===== config.mk =====
export PLATFORM = sky130hd
export DESIGN_NAME = serial_adder
export DESIGN_NICKNAME = d
export VERILOG_FILES = /design/src/rtl/arith_pkg.sv /design/src/rtl/full_adder.sv /design/src/rtl/serial_adder.sv
export SDC_FILE = /design/constraint.sdc
export NUM_CORES = 1
export LEC_CHECK = 0
export ABC_AREA = 1
export ABC_CLOCK_PERIOD_IN_PS = 1600
export CORE_UTILIZATION = 34
export DETAILED_ROUTE_END_ITERATION = 6
export SYNTH_ARGS = -nofsm -noshare
export SYNTH_HDL_FRONTEND = slang
export SYNTH_SLANG_ARGS = --single-unit

===== constraint.sdc =====
create_clock -name clk -period 1.6 [get_ports clk]
set_input_delay 0.16 -clock clk [delete_from_list [all_inputs] [get_ports clk]]
set_output_delay 0.16 -clock clk [all_outputs]
set_load 0.1 [all_outputs]

===== src/rtl/arith_pkg.sv =====
// Shared definitions for the bit-serial arithmetic blocks (adder and subtractor sides).
package arith_pkg;

    typedef enum logic [1:0] {
        ST_IDLE = 2'd0,
        ST_RUN  = 2'd1,
        ST_DONE = 2'd2
    } state_t;

endpackage


===== src/rtl/full_adder.sv =====
// Single-bit full-adder cell; the only arithmetic logic in the serial adder.
module full_adder (
    input  logic a,
    input  logic b,
    input  logic cin,
    output logic s,
    output logic cout
);

    logic w_p;

    assign w_p  = a ^ b;
    assign s    = w_p ^ cin;
    assign cout = (a & b) | (cin & w_p);

endmodule


===== src/rtl/serial_adder.sv =====
// Bit-serial WIDTH-bit adder: one bit per clock, LSB first, with start/done handshake.
//
//   state   | meaning
//   --------+-----------------------------------------------------------
//   ST_IDLE | waiting for start; last result held on sum/cout/ovf
//   ST_RUN  | one operand bit pair consumed per cycle, start ignored
//   ST_DONE | result valid, done high for this single cycle
module serial_adder
    import arith_pkg::*;
#(
    parameter int WIDTH = 8
) (
    input  logic             clk,
    input  logic             rst_n,
    input  logic             start,
    input  logic [WIDTH-1:0] a,
    input  logic [WIDTH-1:0] b,
    input  logic             cin,
    output logic             busy,
    output logic             done,
    output logic [WIDTH-1:0] sum,
    output logic             cout,
    output logic             ovf
);

    localparam int            CW       = $clog2(WIDTH);
    localparam logic [CW-1:0] CNT_LAST = CW'(WIDTH - 1);
    localparam logic [CW-1:0] CNT_PRE  = CW'(WIDTH - 2);

    state_t r_state;
    state_t w_state_nxt;
    logic   w_accept;
    logic   w_last;

    logic [WIDTH-1:0] r_a;
    logic [WIDTH-1:0] r_b;
    logic [WIDTH-1:0] r_sum_sh;
    logic [CW-1:0]    r_cnt;
    logic             r_carry;
    logic             r_c_msb;
    logic [WIDTH-1:0] r_sum;
    logic             r_cout;
    logic             r_ovf;

    logic             w_fa_s;
    logic             w_fa_cout;
    logic [WIDTH-1:0] w_sum_nxt;

    full_adder u_fa (
        .a    (r_a[0]),
        .b    (r_b[0]),
        .cin  (r_carry),
        .s    (w_fa_s),
        .cout (w_fa_cout)
    );

    assign w_sum_nxt = {w_fa_s, r_sum_sh[WIDTH-1:1]};

    always_ff @(posedge clk) begin
        if (!rst_n) begin
            r_state <= ST_IDLE;
        end else begin
            r_state <= w_state_nxt;
        end
    end

    always_comb begin
        w_state_nxt = r_state;
        w_accept    = 1'b0;
        w_last      = 1'b0;
        case (r_state)
            ST_IDLE: begin
                if (start) begin
                    w_accept    = 1'b1;
                    w_state_nxt = ST_RUN;
                end
            end
            ST_RUN: begin
                if (r_cnt == CNT_LAST) begin
                    w_last      = 1'b1;
                    w_state_nxt = ST_DONE;
                end
            end
            ST_DONE: begin
                if (start) begin
                    w_accept    = 1'b1;
                    w_state_nxt = ST_RUN;
                end else begin
                    w_state_nxt = ST_IDLE;
                end
            end
            default: w_state_nxt = ST_IDLE;
        endcase
    end

    always_ff @(posedge clk) begin
        if (!rst_n) begin
            r_a      <= '0;
            r_b      <= '0;
            r_sum_sh <= '0;
            r_cnt    <= '0;
            r_carry  <= 1'b0;
            r_c_msb  <= 1'b0;
            r_sum    <= '0;
            r_cout   <= 1'b0;
            r_ovf    <= 1'b0;
        end else if (w_accept) begin
            r_a      <= a;
            r_b      <= b;
            r_sum_sh <= '0;
            r_cnt    <= '0;
            r_carry  <= cin;
        end else if (r_state == ST_RUN) begin
            r_a      <= {1'b0, r_a[WIDTH-1:1]};
            r_b      <= {1'b0, r_b[WIDTH-1:1]};
            r_sum_sh <= w_sum_nxt;
            r_carry  <= w_fa_cout;
            r_cnt    <= r_cnt + 1'b1;
            // Carry leaving bit WIDTH-2 is the carry into the sign bit.
            if (r_cnt == CNT_PRE) begin
                r_c_msb <= w_fa_cout;
            end
            if (w_last) begin
                r_sum  <= w_sum_nxt;
                r_cout <= w_fa_cout;
                r_ovf  <= r_c_msb ^ w_fa_cout;
            end
        end
    end

    assign busy = (r_state == ST_RUN);
    assign done = (r_state == ST_DONE);
    assign sum  = r_sum;
    assign cout = r_cout;
    assign ovf  = r_ovf;

endmodule


Word-level counts from Yosys, hierarchy flattened. Cells that the tools add are included.

Flip-flop bits (word level): 41. Latch bits: 0. RAM bits: 0. Memory bits (read-only): 0. Output and inout port bits: 12. Word-level logic and storage cells: 46. Memories: 0.

Add/sub/neg operators: 1. Multiply operators: 0. Divide/modulo/power cells: 0. $lt $le $gt $ge: 0. Eq/ne operators: 6. Shift-type cells: 0. Mux-type cells: 14. Bitwise gates (word level): 8. Reductions and logical operators: 7.

Operator list (number): $mux W8 (4); $mux W1 (7); $eq A3 B3 Y1 const B (2); $pmux W2 S3 (1); $reduce_and A3 Y1 (2); $mux W2 (2); $reduce_or A2 Y1 (2); $add A3 B1 Y3 const B (1); $xor A1 B1 Y1 (3); $and A1 B1 Y1 (2); $eq A2 B1 Y1 const B (1); $eq A2 B2 Y1 const B (1); $logic_not A2 Y1 (1); $ne A2 B1 Y1 const B (1); $ne A2 B2 Y1 const B (1); $not A1 Y1 (2); $reduce_and A2 Y1 (1); $reduce_bool A2 Y1 (1); $or A1 B1 Y1 (1).

Depth between registers and ports, before layout.
Depth after elaboration: 5. Mapped depth: 8. Gate-level depth less buffers: 8.

By module. Synthesis repeated with hierarchy kept, for this count alone.

Cells, all modules: 243. Area total of the unflattened synthesis: 1775.5 µm².

Modules (own cells, without submodules): serial_adder (times used 1, cells an instance 242, area each 1755.4 µm², seq. area each 800.8 µm²); full_adder (times used 1, cells an instance 1, area each 20.0 µm², seq. area each 0.0 µm²).

Least setup slack after synthesis. No wires, ideal clock.

Kind: reg-to-output. From: register r_state[1]. To: output done. Arrival time: 1.761 ns. Required time: 1.440 ns. Slack: -0.321 ns. Stages on the path, launching flop included: 3. Path buffers: 0. Path through: dfxtp_1 > inv_2 > nor2_1.

Cells in the longest elaborated chain, start to end: 1.

RTL lines: from (decl) (RTL line serial_adder.sv:30) `state_t r_state;`; from (signal assigned) (RTL line serial_adder.sv:63) `r_state <= w_state_nxt;`; $eq A2 B2 Y1 (RTL line serial_adder.sv:132) `assign done = (r_state == ST_DONE);`; to (decl) (RTL line serial_adder.sv:20) `output logic done,`.

No other way between the ends.

Final worst setup path.
From: register r_state[0]. To: output busy.

Cells in the longest elaborated chain, start to end: 1.

RTL lines: $eq A2 B1 Y1 (RTL line serial_adder.sv:131) `assign busy = (r_state == ST_RUN);`; to (decl) (RTL line serial_adder.sv:19) `output logic busy,`.

No other way between the ends.

==> impl_metrics.csv <==
group,metric,value,unit
floorplanning,floorplan.die.width,74.3,um
detailed_routing,drt_iter0_drc,62,
sta,slew_headroom,77.9,%
placed_design,dp_hpwl,2.52,mm
setup_path,critPathKind,"flop to output port",
cells_and_area,multi_input_area,771,sq um
sta,setup_violations,0,
setup_path,reg2reg_to,"sum[4]",
clock_network,cts_tree,"yes",
setup_path,crit_path_start_kind,"flop",
sta,drv_slew,0,
setup_path,cp.arrival,1.31,ns
clock_network,hold_buffers,0,
detailed_routing,ant_nets,0,
clock_network,cts_made_buffers,5,
power_and_ir_drop,cellPowerDensity,859,nW/um^2
clock_network,clk_path_buf_depth,2,
power_and_ir_drop,vdd_drop_max,0.406,mV
min_path,min_delay_path_depth,2,
cells_and_area,n_antenna_cell,0,
grt,grt_antenna_before_repair,0,
run,drv_cap,0,
sta,min_period_over_period,92.1,%
floorplanning,core,4880,sq um
floorplanning,die_area,5520,sq um
min_path,worstHoldPathType,"flop to flop",
placed_design,post-place-ws,0.173,ns
setup_path,r2r_setup_slack,0.29,ns
sta,fin_tns_setup,0,ns
sta,tightest_slew,0.331,ns
placed_design,gp_congestion,0.744,
clock_network,cts.sinks,40,
sta,rsz0062_at_grt,"no",
sta,fin_ws,0.127,ns
sta,hold_violations,0,
detailed_routing,wire_per_inst,10.7,um
cells_and_area,layout-drive-gt1-share,12.9,%
grt,grtUsageTotal,15.1,%
grt,grt_overflow_total,0,
cells_and_area,fillerInstances,509,
setup_path,worst-path-max-fanout,13,
detailed_routing,drcViolationCount,0,
grt,grt_pass1_vias,1405,
clock_network,cts_root_buf,"clkbuf_8",
floorplanning,rows,25,
cells_and_area,synthToLayoutAreaGrowth,31.0,%
yosys,ys_seq_area_share,45.0,%
grt,grt_max_degree,22,
power_and_ir_drop,p_sw_share,26.6,%
sta,fin_crit,1.47,ns
setup_path,end_kind,"output port",
sta,hold_ws,0.480,ns
power_and_ir_drop,leakage,1.08,nW
floorplanning,io_pins,32,
grt,grt_pass1_wl,6.25,mm
yosys,syn-num-nets,263,
power_and_ir_drop,p_int,0.00147,W
power_and_ir_drop,power.share.clock,31.2,%
yosys,ys.warnings.count,0,
setup_path,r2r-start,"r_cnt[1]",
yosys,syn_avg_cell_area,7.44,sq um
detailed_routing,drtPass1Iterations,4,
min_path,min_from,"r_sum_sh[1]",
yosys,netlist_area,1780,sq um
yosys,ys_types,25,
floorplanning,start_util,36.4,%
power_and_ir_drop,power.switching,0.000531,W
power_and_ir_drop,p_comb_share,14.8,%
min_path,hold_path_end,"r_sum_sh[1]",
cells_and_area,layout.area.seq,802,sq um
clock_network,clk_pin_slew,0.07,ns
detailed_routing,wirelength,3.63,mm
power_and_ir_drop,power_frac_seq,54.0,%
setup_path,cp.required,1.44,ns
yosys,netlist_instances,239,
floorplanning,die_h,74.3,um
detailed_routing,vias_per_cell,4.39,
cells_and_area,fin_nets,296,
yosys,synth_seq_cells,40,
clock_network,clk_latency,0.28,ns
placed_design,io_buffers,31,
detailed_routing,num_vias,1488,
sta,clock.fmax,679,MHz
clock_network,cts_max_level,2,
sta,clock_skew,0.00507,ns
status,status,"finished clean",
setup_path,r2r_cells,7,
==> kinds of logic (layout without fill, tap and decap cells) <==
kind of cell               Yosys count  in the layout  synth area share [%]
AOI/OAI and AO/OA                   44             44                  12.7
DFF                                 40             40                  45.0
and+or+nand+nor                    105            105                  26.8
xor gates and xnor gates             1              1                 0.493
adders and majority gates            4              4                  3.24
buffers and inverters               45             78                  11.8
==> area by class of cell <==
cell class	instances	area share [%]
flip-flops and latches	40	34.4
well taps	67	3.60
clock buffers	6	3.12
repair buffers	34	19.5
inverters	37	6.07
multi-input cells	154	33.1
clock inverters	1	0.215
==> registers in the layout (all words and copies together), names as in the netlist, 2 cells and up <==
name / count
r_a: 8
r_b: 8
r_cnt: 3
r_state: 2
r_sum_sh: 7
sum: 8
==> power groups by stage <==
stage / sequential, W / clock, W / combinational [W]
floorplan: 0.00109 / 0 / 0.000217
global placement: 0.00110 / 0 / 0.000297
detailed placement: 0.00110 / 0 / 0.000297
CTS: 0.00108 / 0.000645 / 0.000300
global route: 0.00109 / 0.000682 / 0.000341
finish: 0.00108 / 0.000624 / 0.000296
==> critical path, stage by stage (launching register included) <==
cell	delay [ns]
dfxtp_2	0.44
inv_4	0.08
nor2_4	0.28
buf_12	0.22
==> timing repair <==
item / 4_1_cts / 5_1_grt
setup buffers: 0 / 0
resized for setup: 1 / 0
endpoints found under the setup margin: 1 / 0
==> stage by stage <==
| stage | util [%] | instance area (sq um) | instances | total power (W) |
|---|---|---|---|---|
| 6_report | 47.7 | 2330 | 339 | 0.00200 |
| 5_1_grt | 47.7 | 2330 | 339 | 0.00211 |
| 4_1_cts | 47.7 | 2330 | 339 | 0.00202 |
| 3_5_place_dp | 46.1 | 2250 | 332 | 0.00140 |
| 3_3_place_gp | 46.1 | 2250 | 332 | 0.00140 |
| 2_1_floorplan | - | 1780 | 239 | 0.00131 |
==> synth_stat cells, drive strengths merged <==
master,count,area [sq um]
nand3,16,80.1
buf,6,60.1
inv,37,141
ha,3,37.5
fa,1,20.0
o21ai,26,130
xor2,1,8.76
nor3,2,10.0
clkbuf,2,7.51
o211a,1,10.0
nor2,41,188
dfxtp,40,801
a21oi,17,85.1
nand2,46,199
==> how the worst max path moves through the flow <==
stage	to	depth (start not counted)	startpoint	slack, ns
final	busy	3	r_state[0]	0.13
after global routing	busy	3	r_state[0]	0.03
after CTS	busy	3	r_state[0]	0.11
after detailed placement	r_a[3]	7	start	0.17
after global placement	r_b[4]	7	start	0.19
after floorplan	done	2	r_state[1]	0.15
==> cell usage in the layout (no fill, tap or decap) <==
cell type,synthesis,layout
inv_4,1,1
clkinv_2,0,1
clkdlybuf4s50_1,0,19
nor2_4,2,2
buf_12,0,12
nor3_1,2,2
clkbuf_8,0,5
inv_1,32,32
nand3_1,16,16
nor2_1,37,36
ha_1,3,3
o21ai_0,25,25
nand2_1,43,43
a21oi_1,17,17
nor2_8,1,1
nand2_2,1,1
clkbuf_1,2,1
dfxtp_1,40,39
nand2_4,1,1
o21ai_1,1,1
fa_1,1,1
xor2_1,1,1
inv_2,4,4
nor2_2,1,2
buf_4,3,3
o211a_1,1,1
nand2_8,1,1
dfxtp_2,0,1
==> metal layers <==
layer  wire, um  vias to the layer above  GRT usage (%)
met5          0                        -              0
met4         68                        0           6.92
met3        122                        5           3.79
met2       1520                       24           23.4
met1       1920                      649           19.9
li1           -                      810              -
Power figures use the tool's default switching activity.
